<file path="src/rtl/mac_bus_pkg.sv">
// Shared types and address-map constants for the Mac Plus bus controller.
package mac_bus_pkg;

    // Decoded target of a CPU bus cycle
    typedef enum logic [2:0] {
        REG_RAM,
        REG_ROM,
        REG_SCC,
        REG_IWM,
        REG_VIA,
        REG_IACK,
        REG_NONE
    } region_t;

    // Bus-cycle controller states
    typedef enum logic [1:0] {
        IDLE,
        MEMW,
        PERW,
        HOLD
    } state_t;

    // addr[23:20] nibbles of the 24-bit map
    localparam logic [3:0] NIB_RAM_MAX = 4'h3;
    localparam logic [3:0] NIB_ROM0    = 4'h4;
    localparam logic [3:0] NIB_ROM1    = 4'h5;
    localparam logic [3:0] NIB_SCC0    = 4'h9;
    localparam logic [3:0] NIB_SCC1    = 4'hB;
    localparam logic [3:0] NIB_IWM     = 4'hD;
    localparam logic [3:0] NIB_VIA     = 4'hE;

    // Function code of an interrupt-acknowledge cycle
    localparam logic [2:0] FC_IACK = 3'b111;

endpackage

</file>
<file path="src/rtl/mac_addr_decode.sv">
// Combinational address decode: top address nibble, function code and the
// boot overlay flag select the target region. IACK overrides the map.
module mac_addr_decode
    import mac_bus_pkg::*;
(
    input  logic [3:0] nib,
    input  logic [2:0] fc,
    input  logic       overlay,
    output region_t    region
);

    // Region select; RAM space reads as ROM while the overlay is set
    always_comb begin
        region = REG_NONE;
        if (fc == FC_IACK) begin
            region = REG_IACK;
        end else if (nib <= NIB_RAM_MAX) begin
            region = overlay ? REG_ROM : REG_RAM;
        end else begin
            case (nib)
                NIB_ROM0, NIB_ROM1: region = REG_ROM;
                NIB_SCC0, NIB_SCC1: region = REG_SCC;
                NIB_IWM:            region = REG_IWM;
                NIB_VIA:            region = REG_VIA;
                default:            region = REG_NONE;
            endcase
        end
    end

endmodule

</file>
<file path="src/rtl/mac_bus_ctrl.sv">
// Mac Plus bus controller: terminates 68000 bus cycles (DTACK/VPA/BERR),
// issues RAM/ROM requests to the SDRAM arbiter, drives peripheral selects,
// and owns the boot overlay flag and the bus-error watchdog.
module mac_bus_ctrl
    import mac_bus_pkg::*;
#(
    parameter int TIMEOUT = 1023,
    parameter int RAM_AW  = 22
) (
    input  logic              clk,
    input  logic              reset,
    input  logic              as_n,
    input  logic              uds_n,
    input  logic              lds_n,
    input  logic              rw_n,
    input  logic [2:0]        fc,
    input  logic [23:0]       addr,
    input  logic              vma_n,
    input  logic              e_negclken,
    output logic              dtack_n,
    output logic              vpa_n,
    output logic              berr,
    output logic              mem_req,
    input  logic              mem_ack,
    output logic              mem_rom,
    output logic              mem_we,
    output logic [1:0]        mem_be,
    output logic [RAM_AW-1:0] mem_addr,
    output logic              via_cs,
    output logic              scc_cs,
    output logic              iwm_cs,
    output logic              overlay
);

    localparam int              WD_W   = $clog2(TIMEOUT + 1);
    localparam logic [WD_W-1:0] WD_MAX = WD_W'(TIMEOUT);

    state_t            state, state_nxt;
    region_t           region;
    logic [WD_W-1:0]   wd, wd_nxt, wd_inc;
    logic              pending, pending_nxt;
    logic              vma_seen, vma_seen_nxt;
    logic              is_via, is_via_nxt;
    logic              dtack_n_nxt, vpa_n_nxt, berr_nxt, mem_req_nxt;
    logic              mem_rom_nxt, mem_we_nxt;
    logic [1:0]        mem_be_nxt;
    logic [RAM_AW-1:0] mem_addr_nxt;
    logic              via_cs_nxt, scc_cs_nxt, iwm_cs_nxt, overlay_nxt;
    logic              accept, count_en, timeout, real_ack;
    logic              unused_addr0;

    assign unused_addr0 = addr[0];

    mac_addr_decode u_decode (
        .nib     (addr[23:20]),
        .fc      (fc),
        .overlay (overlay),
        .region  (region)
    );

    // Next-state and registered-output logic for the bus-cycle FSM
    always_comb begin
        state_nxt    = state;
        wd_nxt       = wd;
        pending_nxt  = pending;
        vma_seen_nxt = vma_seen;
        is_via_nxt   = is_via;
        dtack_n_nxt  = dtack_n;
        vpa_n_nxt    = vpa_n;
        berr_nxt     = berr;
        mem_req_nxt  = 1'b0;
        mem_rom_nxt  = mem_rom;
        mem_we_nxt   = mem_we;
        mem_be_nxt   = mem_be;
        mem_addr_nxt = mem_addr;
        via_cs_nxt   = via_cs;
        scc_cs_nxt   = scc_cs;
        iwm_cs_nxt   = iwm_cs;
        overlay_nxt  = overlay;

        // Writes are accepted only once a data strobe is down
        accept   = !as_n && (rw_n || !(uds_n && lds_n));
        // Counting covers the IDLE write-wait as well as every non-IDLE state
        count_en = !as_n && !(state == IDLE && accept);
        wd_inc   = wd + 1'b1;
        timeout  = count_en && !berr && (wd_inc == WD_MAX);

        // A pending flag marks an ack still owed to an aborted request
        real_ack = mem_ack && !pending;
        if (mem_ack && pending) begin
            pending_nxt = 1'b0;
        end

        if (as_n) begin
            wd_nxt = '0;
        end else if (count_en && !berr) begin
            wd_nxt = wd_inc;
        end

        case (state)
            IDLE: begin
                if (accept) begin
                    vma_seen_nxt = 1'b0;
                    is_via_nxt   = 1'b0;
                    if (region == REG_ROM &&
                        (addr[23:20] == NIB_ROM0 || addr[23:20] == NIB_ROM1)) begin
                        overlay_nxt = 1'b0;
                    end
                    case (region)
                        REG_RAM, REG_ROM: begin
                            mem_req_nxt  = 1'b1;
                            mem_rom_nxt  = (region == REG_ROM);
                            mem_we_nxt   = ~rw_n;
                            mem_be_nxt   = {~uds_n, ~lds_n};
                            mem_addr_nxt = {addr[RAM_AW-1:1], 1'b0};
                            state_nxt    = MEMW;
                        end
                        REG_SCC: begin
                            scc_cs_nxt  = 1'b1;
                            dtack_n_nxt = 1'b0;
                            state_nxt   = HOLD;
                        end
                        REG_IWM: begin
                            iwm_cs_nxt  = 1'b1;
                            dtack_n_nxt = 1'b0;
                            state_nxt   = HOLD;
                        end
                        REG_VIA: begin
                            vpa_n_nxt  = 1'b0;
                            is_via_nxt = 1'b1;
                            state_nxt  = PERW;
                        end
                        REG_IACK: begin
                            vpa_n_nxt = 1'b0;
                            state_nxt = PERW;
                        end
                        default: state_nxt = HOLD;
                    endcase
                end
            end
            MEMW: begin
                if (as_n) begin
                    // Ack in the same cycle as the abort is consumed here
                    if (!real_ack) begin
                        pending_nxt = 1'b1;
                    end
                    state_nxt = IDLE;
                end else if (real_ack) begin
                    dtack_n_nxt = 1'b0;
                    state_nxt   = HOLD;
                end
            end
            PERW: begin
                if (as_n) begin
                    state_nxt = IDLE;
                end else begin
                    if (!vma_n) begin
                        vma_seen_nxt = 1'b1;
                        via_cs_nxt   = is_via;
                    end
                    if (vma_seen && e_negclken) begin
                        state_nxt = HOLD;
                    end
                end
            end
            HOLD: begin
                if (as_n) begin
                    state_nxt = IDLE;
                end
            end
            default: state_nxt = IDLE;
        endcase

        // Strobe release ends every cycle and drops every termination
        if (as_n) begin
            dtack_n_nxt  = 1'b1;
            vpa_n_nxt    = 1'b1;
            berr_nxt     = 1'b0;
            via_cs_nxt   = 1'b0;
            scc_cs_nxt   = 1'b0;
            iwm_cs_nxt   = 1'b0;
            vma_seen_nxt = 1'b0;
        end else if (timeout) begin
            berr_nxt  = 1'b1;
            state_nxt = HOLD;
        end
    end

    // State, watchdog and output registers
    always_ff @(posedge clk) begin
        if (reset) begin
            state    <= IDLE;
            wd       <= '0;
            pending  <= 1'b0;
            vma_seen <= 1'b0;
            is_via   <= 1'b0;
            dtack_n  <= 1'b1;
            vpa_n    <= 1'b1;
            berr     <= 1'b0;
            mem_req  <= 1'b0;
            mem_rom  <= 1'b0;
            mem_we   <= 1'b0;
            mem_be   <= 2'b00;
            mem_addr <= '0;
            via_cs   <= 1'b0;
            scc_cs   <= 1'b0;
            iwm_cs   <= 1'b0;
            overlay  <= 1'b1;
        end else begin
            state    <= state_nxt;
            wd       <= wd_nxt;
            pending  <= pending_nxt;
            vma_seen <= vma_seen_nxt;
            is_via   <= is_via_nxt;
            dtack_n  <= dtack_n_nxt;
            vpa_n    <= vpa_n_nxt;
            berr     <= berr_nxt;
            mem_req  <= mem_req_nxt;
            mem_rom  <= mem_rom_nxt;
            mem_we   <= mem_we_nxt;
            mem_be   <= mem_be_nxt;
            mem_addr <= mem_addr_nxt;
            via_cs   <= via_cs_nxt;
            scc_cs   <= scc_cs_nxt;
            iwm_cs   <= iwm_cs_nxt;
            overlay  <= overlay_nxt;
        end
    end

endmodule

</file>
<file path="config.mk">
export PLATFORM = sky130hd
export DESIGN_NAME = mac_bus_ctrl
export DESIGN_NICKNAME = d
export VERILOG_FILES = /design/src/rtl/mac_bus_pkg.sv /design/src/rtl/mac_addr_decode.sv /design/src/rtl/mac_bus_ctrl.sv
export SDC_FILE = /design/constraint.sdc
export NUM_CORES = 1
export LEC_CHECK = 0
export ABC_AREA = 1
export CAP_MARGIN = 30
export CORE_MARGIN = 2
export CORE_UTILIZATION = 40
export CTS_CLUSTER_DIAMETER = 50
export DETAILED_ROUTE_END_ITERATION = 12
export GPL_TIMING_DRIVEN = 0
export MAX_ROUTING_LAYER = met4
export PLACE_DENSITY = 0.67
export SKIP_LAST_GASP = 1
export SYNTH_ARGS = -nofsm -noshare
export SYNTH_HDL_FRONTEND = slang
export SYNTH_HIERARCHICAL = 1
export SYNTH_SLANG_ARGS = --single-unit
</file>
<file path="constraint.sdc">
create_clock -name clk -period 1.4 [get_ports clk]
set_input_delay 0.14 -clock clk [delete_from_list [all_inputs] [get_ports clk]]
set_output_delay 0.14 -clock clk [all_outputs]
set_load 0.03 [all_outputs]
</file>
# After elaboration in Yosys (flattened, before gate mapping)
# Cells that the tools add are included.
[totals]
input_bits = 36
regBits = 48
elab_cells = 109
output_inout_bits = 34
[classes]
n_eq_ne = 20
n_bitwise = 6
n_reduce_logical = 37
n_addsub = 1
order_cmp = 1
n_mux = 27
[op_table]
columns = ["operator", "n"]
rows = [
  ["3-bit AND reduction", 6],
  ["4-bit == test, second input constant", 4],
  ["2-bit two-way mux", 8],
  ["1-bit two-way mux", 12],
  ["3-bit one-hot mux with 4 select lines", 1],
  ["2-bit OR reduction", 6],
  ["10-bit by 1-bit adder with 10-bit output, second input constant", 1],
  ["10-bit == test, second input constant", 1],
  ["1-bit logical AND", 10],
  ["3-bit == test, second input constant", 3],
  ["4-bit by 3-bit == test with 1-bit output, second input constant", 2],
  ["2-bit inequality test, second input constant", 4],
  ["2-bit one-hot mux with 4 select lines", 1],
  ["3-bit by 2-bit == test with 1-bit output, second input constant", 2],
  ["3-bit two-way mux", 2],
  ["1-bit NOT", 6],
  ["1-bit zero test", 5],
  ["2-bit == test, second input constant", 2],
  ["4-bit by 2-bit <= comparator with 1-bit output, second input constant", 1],
  ["1-bit one-hot mux with 2 select lines", 2],
  ["2-bit one-hot mux with 2 select lines", 1],
  ["2-bit AND reduction", 2],
  ["4-bit AND reduction", 1],
  ["2-bit nonzero test", 2],
  ["6 further kinds", 7],
]

# Longest topological paths before layout
[depth]
ltp_word = 12
mapped_depth = 11
mapped_depth_nobuf = 11

# By module
# The synthesis kept the hierarchy.
[by_module_without_submodules]
columns = ["module", "seq_area_each_um2", "n_inst", "cells_each", "area_per_inst_um2"]
rows = [
  ["mac_bus_ctrl", 960.9, 1, 270, 2145.8],
  ["mac_addr_decode", 0.0, 1, 17, 71.3],
]

# Worst setup path after synthesis
# No wires, ideal clock.
[synth_path]
kind = "register to register"
from = "register wd[1]"
to = "register state[1]"
setup_ns = 0.074
arrival_time_ns = 1.198
setup_slack_ns = 0.128
path_buffers = 0
stages_incl_launch_ff = 10
synth_period_minus_slack_ns = 1.272
path_cell_list = "dfxtp_1 > ha_1 > nand2_1 > inv_2 > nand3_1 > nand2_1 > nand3_1 > nor2_2 > nand3_2 > a21oi_1"
[synth_via]
elab_chain_cells = 5
[synth_rtl]
columns = ["item", "line", "rtl"]
rows = [
  ["start, declared", "mac_bus_ctrl.sv:40", "logic [WD_W-1:0] wd, wd_nxt, wd_inc;"],
  ["start signal, assigned", "mac_bus_ctrl.sv:211", "wd <= wd_nxt;"],
  ["10-bit by 1-bit adder with 10-bit output", "mac_bus_ctrl.sv:85", "wd_inc = wd + 1'b1;"],
  ["10-bit == test", "mac_bus_ctrl.sv:86", "timeout = count_en && !berr && (wd_inc == WD_MAX);"],
  ["1-bit logical AND", "mac_bus_ctrl.sv:86", ""],
  ["2-bit two-way mux", "mac_bus_ctrl.sv:183", "end else if (timeout) begin"],
  ["2-bit two-way mux", "mac_bus_ctrl.sv:175", "if (as_n) begin"],
  ["end signal, assigned", "mac_bus_ctrl.sv:210", "state <= state_nxt;"],
  ["end, declared", "mac_bus_ctrl.sv:38", "state_t state, state_nxt;"],
]
# Every way passes these cells.
# A chain may end at the register's enable or synchronous reset.

# Worst setup path after layout
# Same ends and word-level chain as after synthesis.

==> run_results.csv <==
group,metric,value,unit
finish,final_cell_area,3180,sq um
placement,placed_cells,426,
cts,clkTransAtPathRegs,0.08,ns
sta,fin_tns_setup,-0.0490,ns
finish,fill_cells,526,
outcome,outcome,"finished, violations left",
placement,place_area,2980,sq um
routing,post_drt_via_cell_ratio,4.75,
worst_setup_path,crit_chain,"ha_4, nand2_2, inv_4, nand3_2, nand2_2, nand3_2, nor2_2, nand3_2, a21oi_2",
global_routing,grt_max_degree,14,
logic_synthesis,yosysWarnings,6,
routing,drc_errors,0,
logic_synthesis,synth_seq_area_share,43.3,%
power_and_ir_drop,leakage,1.32,nW
placement,dp_hpwl,3.93,mm
worst_setup_path,cp_slowest_cell,"dfxtp_4",
cts,cts_tree,"built",
cts,ctsHoldBuffers,0,
logic_synthesis,synth-edff-count,0,
worst_setup_path,start_kind,"register",
sta,final-hold-violation-count,0,
cts,cts_buffers,5,
sta,rsz0062_at_grt,"true",
finish,mostFrequentLayoutCells,"56 x nand2_1, 45 x dfxtp_1, 36 x dlygate4sd2_1",
finish,finalNetCount,401,
placement,portBuffers,67,
hold_path,min_path_type,"in2reg",
power_and_ir_drop,p_per_area,894,nW/um^2
floorplan,die-area,6150,sq um
routing,firstDrtPassIters,4,
cts,cts_max_level,2,
finish,fin_cells,437,
outcome,violations,"setup timing",
logic_synthesis,ys_types,35,
routing,avgRoutedWirePerCell,12.3,um
sta,finClkSkew,0.00277,ns
logic_synthesis,async_flop_share,0,%
finish,final_common_cell,"nand2_1",
global_routing,grt_pass1_wl,9.00,mm
logic_synthesis,syn_nets,325,
sta,finalSetupViolCount,3,
global_routing,grt_util_met1,22.1,%
routing,vias,2075,
sta,fin_crit_sh,102,%
floorplan,fp.coreArea,5440,sq um
global_routing,grt_use_met2,30.6,%
logic_synthesis,syn_area,2220,sq um
worst_setup_path,worst_ep_required_time,1.64,ns
global_routing,grt_pass1_vias,1970,
sta,drv_slew,0,
global_routing,grt-busiest-layer,"met2",
placement,place_congestion,0.776,
routing,wl,5.38,mm
logic_synthesis,postSynthAreaPerCell,7.73,sq um
worst_setup_path,worst_setup_path_end_kind,"register",
logic_synthesis,synth-seq-cells,48,
cts,clock_latency,0.30,ns
floorplan,rows,27,
global_routing,met3_usage,5.86,%
worst_setup_path,crit_path_frequent_cell,"nand3_2",
logic_synthesis,syn_inst,287,
sta,whs,0.158,ns
cts,clock_sinks,48,
global_routing,grt.overflow.total,0,
logic_synthesis,synth_flop_cell,"dfxtp_1",
sta,timing.fmax,701,MHz
worst_setup_path,worstSetupPathType,"reg2reg",
floorplan,die_height,78.5,um
flow_run,max_cap_viol_count,0,
cts,clockBufferDepth,2,
sta,min_period,1.43,ns
worst_setup_path,cpPeakStageDelay,0.39,ns
routing,drt_iter0_markers,69,
sta,finalWorstSetupSlack,-0.0263,ns
global_routing,gr-usage-all-layers,18.7,%
finish,area.growth.synth_to_final,43.3,%
power_and_ir_drop,vdd_drop_max,0.553,mV
routing,ant_nets,0,
floorplan,fp.dieW,78.5,um
cts,root_buffer,"clkbuf_8",
floorplan,start_util,40.8,%
worst_setup_path,crit_fanout,5,
worst_setup_path,cp.arrival,1.66,ns
placement,pre_cts_slack,-0.557,ns
finish,drive_gt1_share,26.1,%
floorplan,io_pins,70,
global_routing,antenna_found_initial,1,
-- cell type report --
| type | instances | area [sq um] | area share, % |
|---|---|---|---|
| flip-flops and latches | 48 | 972 | 30.6 |
| multi-input cells | 197 | 1170 | 36.8 |
| inverters | 33 | 131 | 4.14 |
| repair buffers | 69 | 646 | 20.3 |
| diodes | 1 | 2.50 | 0.0788 |
| plain buffers | 9 | 75.1 | 2.36 |
| clock buffers | 8 | 90.1 | 2.84 |
| well taps | 72 | 90.1 | 2.84 |
-- synth_stat cells, types with 3 or more instances --
master   number  area share [%]
nand2_1      61              10
dfxtp_1      48              43
inv_1        29             4.9
a21oi_1      25             5.6
nand2_2      20             5.6
nor2_1       19             3.2
a21oi_2      17             6.7
nand3_1      14             3.2
o21ai_0      13             2.9
nor2_2        5             1.4
buf_2         3            0.68
inv_2         3            0.51
nor3_1        3            0.68
-- routing by layer --
metal	routed length, um	share of wire [%]	vias to the layer above
met5	0	0	-
met4	61	1.1	0
met3	383	7.1	7
met2	2580	48	65
met1	2350	44	934
li1	-	-	1069
-- logic make-up (layout without fill, tap and decap cells) --
kind of cell    after synthesis  after routing  synth area share [%]
simple gates                130            130                  28.4
compound gates               62             62                  17.4
flops                        48             48                  43.3
buf+inv                      42            119                  8.69
fa+ha+maj                     2              2                  1.13
xor+xnor                      2              2                 0.790
other cells                   1              2                 0.169
-- through the flow --
step                      power (mW)  utilization [%]
final                           2.84             58.4
after global routing            2.98             58.4
after CTS                       2.86             56.5
after detailed placement        2.01             54.8
after global placement          2.01             54.8
after floorplan                 1.78                -
-- flip-flops by register name, indices dropped and copies added, names as in the netlist --
name	count
mem_rom	1
mem_we	1
berr	1
wd	10
via_cs	1
pending	1
vma_seen	1
iwm_cs	1
mem_addr	21
mem_be	2
dtack_n	1
state	2
mem_req	1
scc_cs	1
is_via	1
overlay	1
vpa_n	1
-- power breakdown --
group	internal (mW)	switching [mW]
Clock	0.404	0.454
Combinational	0.220	0.309
Sequential	1.41	0.0381
-- worst max-delay path, delay by kind of cell, from the launching register on --
family / cells / cell delay [ns]
AO/OA/AOI/OAI: 1 / 0.15
adder cells (fa/ha/maj): 1 / 0.17
buffers and inverters: 1 / 0.08
flip-flops: 1 / 0.39
AND/OR/NAND/NOR: 6 / 0.57
-- final timing paths --
path | depth (start not counted) | end | startpoint | slack, ns
min | 3 | mem_addr[20] | addr[20] | 0.16
max reg2reg | 9 | state[1] | wd[1] | -0.03
min reg2reg | 2 | iwm_cs | iwm_cs | 0.46
max | 9 | state[1] | wd[1] | -0.03
-- timing repair --
action	in CTS	in global routing
resized for setup	50	27
endpoints found under the setup margin	66	34
pin swaps	2	12
setup buffers	0	2
Power figures use the tool's default switching activity.
